===== config.mk =====
export PLATFORM = sky130hd
export DESIGN_NAME = pipelined_sequential_subtractor
export DESIGN_NICKNAME = d
export VERILOG_FILES = /design/src/rtl/pipelined_sequential_subtractor.sv
export SDC_FILE = /design/constraint.sdc
export NUM_CORES = 1
export LEC_CHECK = 0
export CAP_MARGIN = 10
export CORE_UTILIZATION = 56
export CTS_CLUSTER_SIZE = 25
export DETAILED_ROUTE_END_ITERATION = 10
export MAX_ROUTING_LAYER = met4
export PLACE_DENSITY = 0.8
export SLEW_MARGIN = 20
export SYNTH_ARGS = -nofsm -noshare
export SYNTH_HDL_FRONTEND = slang
export SYNTH_SLANG_ARGS = --single-unit

===== constraint.sdc =====
create_clock -name clk -period 3.9 [get_ports clk]
set_input_delay 0.78 -clock clk [delete_from_list [all_inputs] [get_ports clk]]
set_output_delay 0.78 -clock clk [all_outputs]
set_load 0.005 [all_outputs]

===== src/rtl/pipelined_sequential_subtractor.sv =====
// Borrow-ripple N-bit subtractor resolving one W-bit chunk per stage; latency STAGES edges, one op per clock.
// No backpressure: en=0 freezes every register (outputs included) and the input is not sampled.
module pipelined_sequential_subtractor #(
  parameter int N = 32,
  parameter int W = 8
) (
  input  logic         clk,
  input  logic         rstn,
  input  logic         en,
  input  logic         in_valid,
  input  logic [N-1:0] a,
  input  logic [N-1:0] b,
  input  logic         bin,
  output logic         out_valid,
  output logic [N-1:0] d,
  output logic         bout
);
  localparam int STAGES = N / W;

  if (N % W != 0) begin : g_bad_width
    $error("N (%0d) must be a multiple of W (%0d)", N, W);
  end

  for (genvar k = 0; k < STAGES; k++) begin : g_st
    // Only the not-yet-consumed upper chunks of a/b reach stage k.
    localparam int IW = N - k * W;

    logic [IW-1:0] a_in;
    logic [IW-1:0] b_in;
    logic [N-1:0]  d_in;
    logic          brw_in;
    logic          vld_in;
    logic [W:0]    diff;
    logic [N-1:0]  d_d;
    logic [N-1:0]  d_q;
    logic          brw_d;
    logic          brw_q;
    logic          vld_d;
    logic          vld_q;

    if (k == 0) begin : g_src
      assign a_in   = a;
      assign b_in   = b;
      assign d_in   = '0;
      assign brw_in = bin;
      assign vld_in = in_valid;
    end else begin : g_src
      assign a_in   = g_st[k-1].g_fwd.a_q;
      assign b_in   = g_st[k-1].g_fwd.b_q;
      assign d_in   = g_st[k-1].d_q;
      assign brw_in = g_st[k-1].brw_q;
      assign vld_in = g_st[k-1].vld_q;
    end

    // Bit W of the widened difference is set exactly when the chunk underflows.
    always_comb begin
      diff  = {1'b0, a_in[W-1:0]} - {1'b0, b_in[W-1:0]} - {{W{1'b0}}, brw_in};
      d_d   = d_in | (N'(diff[W-1:0]) << (k * W));
      brw_d = diff[W];
      vld_d = vld_in;
    end

    always_ff @(posedge clk or negedge rstn) begin
      if (!rstn) begin
        d_q   <= '0;
        brw_q <= 1'b0;
        vld_q <= 1'b0;
      end else if (en) begin
        d_q   <= d_d;
        brw_q <= brw_d;
        vld_q <= vld_d;
      end
    end

    if (k < STAGES - 1) begin : g_fwd
      logic [IW-W-1:0] a_d;
      logic [IW-W-1:0] a_q;
      logic [IW-W-1:0] b_d;
      logic [IW-W-1:0] b_q;

      always_comb begin
        a_d = a_in[IW-1:W];
        b_d = b_in[IW-1:W];
      end

      always_ff @(posedge clk or negedge rstn) begin
        if (!rstn) begin
          a_q <= '0;
          b_q <= '0;
        end else if (en) begin
          a_q <= a_d;
          b_q <= b_d;
        end
      end
    end
  end

  // Completed chunks accumulate in place, so the last stage's registers are the outputs.
  assign d         = g_st[STAGES-1].d_q;
  assign bout      = g_st[STAGES-1].brw_q;
  assign out_valid = g_st[STAGES-1].vld_q;

endmodule


==> qor_table.md <==
| Quantity | Reported |
|---|---|
| Cell area after synthesis | 8810 um^2 |
| PnR worst setup slack | 0.941 ns |
| Slew Viols, Final | 0 |
| #FFs+latches synth | 184 |
| Setup repair after global routing missed its margin | false |
| Crit path launch type | flip-flop |
| Mean routed wirelength per cell | 15.3 um |
| Number of clock sinks | 184 |
| Grt ovf | 0 |
| Starting density of the core | 57.7% |
| Hold_buf cts | 0 |
| Net Count, Synth | 845 |
| Total of max-cap violations | 0 |
| Count of endpoints failing setup in the final report | 0 |
| FFs w/ async S/R, synth | 100% |
| Horizontal die dimension | 127 um |
| Vias per std cell | 5.37 |
| Maximum number of pins on one net before global-route repair | 117 |
| Worst hold path class | primary input to async pin |
| Post-Route Skew | 0.0107 ns |
| Worst Max-Slew Pin Slew | 0.861 ns |
| Endpoint arrival time on the critical path | 3.26 ns |
| Cell class contributing the biggest share of worst-path delay | adder cells |
| HPWL after detailed placement | 10,800 um |
| Setup tns final | 0 ns |
| Pre-CTS setup slack | 0.872 ns |
| Iter 0 DRT Violations | 313 |
| Fmax achieved | 0.338 GHz |
| Type of the worst setup path | flip-flop to flip-flop |
| Latest clock arrival within the worst-skew pair | 0.43 ns |
| Buffers added on ports | 102 |
| Top cells by area, synth | sky130_fd_sc_hd__dfrtp_1 52%, sky130_fd_sc_hd__mux2_2 18%, sky130_fd_sc_hd__ha_1 8.0%, sky130_fd_sc_hd__inv_1 3.8%, sky130_fd_sc_hd__o21ai_0 2.1% |
| DIE AREA | 16,200 um^2 |
| Worst rel slew slack | 42.6% |
| Post-synthesis average cell area | 12.4 um^2 |
| Count of buffers added by post-CTS timing repair for setup | 0 |
| Global placer's final weighted congestion | 0.867 |
| Number of different library cells in the post-synthesis netlist | 43 |
| Total global routing track utilization | 21.8% |
| Number of warnings issued by yosys | 0 |
| Top-Level Pins | 103 |
| Dominant cell type by area after synthesis | sky130_fd_sc_hd__dfrtp_1 |
| Clock input transition at the sequential cells of the worst setup and hold paths | 0.07 ns |
| Final period util | 75.9% |
| EDFF count, synth | 0 |
| Count of inserted antenna diode cells | 0 |
| H-tree depth | 4 |
| Final hold vios | 0 |
| Most common cell in the synthesized netlist | sky130_fd_sc_hd__dfrtp_1 |
| Die Span Y | 127 um |
| Initial antenna violation count | 0 |
| Maximum cell stage delay along the critical path | 0.57 ns |
| Required time worst endpoint | 4.20 ns |
| Root buffer selected by CTS | sky130_fd_sc_hd__clkbuf_16 |
| # DRC | 0 |
| Power per cell area | 614 nW/um^2 |
| Detailed-route wire length | 15,800 um |
| Synthesized instance count | 712 |
| Number of buffers created by CTS | 17 |
| Area share of the largest cell type after synthesis | 52.3% |
| Buf/Inv on CP | 2 |
| Kind of capture point of the worst setup path | flip-flop |
| Via count of the first global-routing pass | 5,824 |
| Sequential-to-total area share from yosys stat | 52.3% |
| Antenna Nets Post-Route | 0 |
| Max rail drop VDD | 0.336 mV |
| Layout overhead on the synthesized area | 20.9% |
| Leading post-synthesis cells by instance count | 184 x sky130_fd_sc_hd__dfrtp_1, 141 x sky130_fd_sc_hd__mux2_2, 88 x sky130_fd_sc_hd__inv_1 |
| Maximum buffer depth of the clock tree | 2 |
| First-pass GRT wire length | 27,000 um |
| Outcome | complete, no violations |
| Sum of internal, switching and leakage power | 6.53 mW |
| Total via count in the routed design | 5,562 |
| Std-Cell Rows | 45 |
| Share of cells above drive strength 1 | 22.9% |
| Cell chain of the critical path | inv_1 > fa_1 > inv_1 > ha_1 > or2_2 > fa_1 > nor3b_1 > o21ai_1 > o2111ai_1 > or3b_1 |
| Worst path slowest cell | sky130_fd_sc_hd__fa_1 |
| CTS tree | done |
| Min Clock Period, post-route | 2.96 ns |
| Router iterations before antenna repair | 4 |
| Maximum fanout count along the critical path | 3 |
| Core footprint | 15,300 um^2 |
| Static leakage | 4.76 nW |
| Final nets | 944 |
| Most used flip-flop cell after synthesis | sky130_fd_sc_hd__dfrtp_1 |
| # resized after CTS | 0 |
kinds of logic after synthesis:
logic type / Yosys count / share of synthesized area, %
DFF: 184 / 52.3
adders and majority gates: 64 / 9.77
buffers and inverters: 114 / 5.26
and+or+nand+nor: 93 / 5.70
muxes: 141 / 18.0
xor gates and xnor gates: 22 / 2.19
AOI/OAI and AO/OA: 94 / 6.79
state kept, by name, summed over array words and instances, names as in the netlist:
| signal | count |
|---|---|
| g_st.d_q | 48 |
| g_st.g_fwd.a_q | 48 |
| g_st.g_fwd.b_q | 48 |
| d | 32 |
| g_st.brw_q | 3 |
| g_st.vld_q | 3 |
| bout | 1 |
| out_valid | 1 |
through the flow:
| step | hold WS [ns] | cell area, um^2 | cells | utilization (%) |
|---|---|---|---|---|
| 6_report | 0.457 | 10600 | 1035 | 69.8 |
| 4_1_cts | 0.483 | 10600 | 1035 | 69.8 |
| 3_3_place_gp | 0.464 | 10000 | 1003 | 65.6 |
| 3_5_place_dp | 0.464 | 10000 | 1003 | 65.6 |
| 2_1_floorplan | 0.446 | 8810 | 712 | - |
| 5_1_grt | 0.515 | 10600 | 1035 | 69.8 |
report_power, final:
group / switching [mW] / internal (mW) / leakage, nW
clock: 0.747 / 1.10 / 0.317
sequential: 0.264 / 2.42 / 2.16
combinational: 0.871 / 1.13 / 2.28
path summary, 6_finish.rpt:
path / from / endpoint / slack (ns) / depth (start not counted)
worst max-delay path: g_st[0].brw_q$_DFFE_PN0P_ / g_st[1].brw_q$_DFFE_PN0P_ / 0.94 / 10
worst min-delay path: rstn / g_st[0].g_fwd.b_q[20]$_DFFE_PN0P_ / 0.46 / 1
worst max register to register: g_st[0].brw_q$_DFFE_PN0P_ / g_st[1].brw_q$_DFFE_PN0P_ / 0.94 / 10
worst min register to register: g_st[0].d_q[1]$_DFFE_PN0P_ / g_st[0].d_q[1]$_DFFE_PN0P_ / 0.48 / 2
max in group asynchronous: rstn / g_st[1].d_q[12]$_DFFE_PN0P_ / 2.45 / 2
min in group clk: g_st[0].d_q[1]$_DFFE_PN0P_ / g_st[0].d_q[1]$_DFFE_PN0P_ / 0.48 / 2
per-layer routing:
metal	track usage (%)	part of all wire (%)
met3	4.61	3.7
met4	8.19	1.9
met1	27.1	44
met5	-	0
met2	35.2	50
final cells by class:
cell class / count / area, um^2
clock buffers: 18 / 439
flip-flops and latches: 184 / 4600
clock inverters: 14 / 195
repair buffers: 106 / 1070
fillers: 1106 / 4610
multi-input cells: 414 / 3740
inverters: 88 / 330
well taps: 211 / 264
cell usage in the layout, fill, tap and decap left out, types with 3 or more instances in the layout:
cell type                           n
sky130_fd_sc_hd__xnor2_1           11
sky130_fd_sc_hd__buf_4              3
sky130_fd_sc_hd__o211ai_1           6
sky130_fd_sc_hd__o21ai_0           37
sky130_fd_sc_hd__a21oi_1           19
sky130_fd_sc_hd__nor4b_2            3
sky130_fd_sc_hd__xor2_1            11
sky130_fd_sc_hd__bufinv_16          4
sky130_fd_sc_hd__nand2_1           36
sky130_fd_sc_hd__inv_1             88
sky130_fd_sc_hd__o2111ai_1          4
sky130_fd_sc_hd__nor2b_1            4
sky130_fd_sc_hd__o221ai_1           6
sky130_fd_sc_hd__clkbuf_16         17
sky130_fd_sc_hd__nand3b_1           3
sky130_fd_sc_hd__nor3_1             8
sky130_fd_sc_hd__and3b_1            3
sky130_fd_sc_hd__a211oi_2           3
sky130_fd_sc_hd__clkdlybuf4s50_1  100
sky130_fd_sc_hd__or3_1              4
sky130_fd_sc_hd__fa_1               8
sky130_fd_sc_hd__clkinv_2           4
sky130_fd_sc_hd__nand4_1            4
sky130_fd_sc_hd__ha_1              56
sky130_fd_sc_hd__inv_6              3
sky130_fd_sc_hd__mux2_2           141
sky130_fd_sc_hd__clkbuf_8           3
sky130_fd_sc_hd__nor2_1            10
sky130_fd_sc_hd__nand3_1            6
sky130_fd_sc_hd__o21ai_2            3
sky130_fd_sc_hd__dfrtp_1          184
sky130_fd_sc_hd__or3b_1             4
sky130_fd_sc_hd__o21a_1             6
sky130_fd_sc_hd__nand2b_1           4
Note: power is estimated with default switching activity, not from simulation.
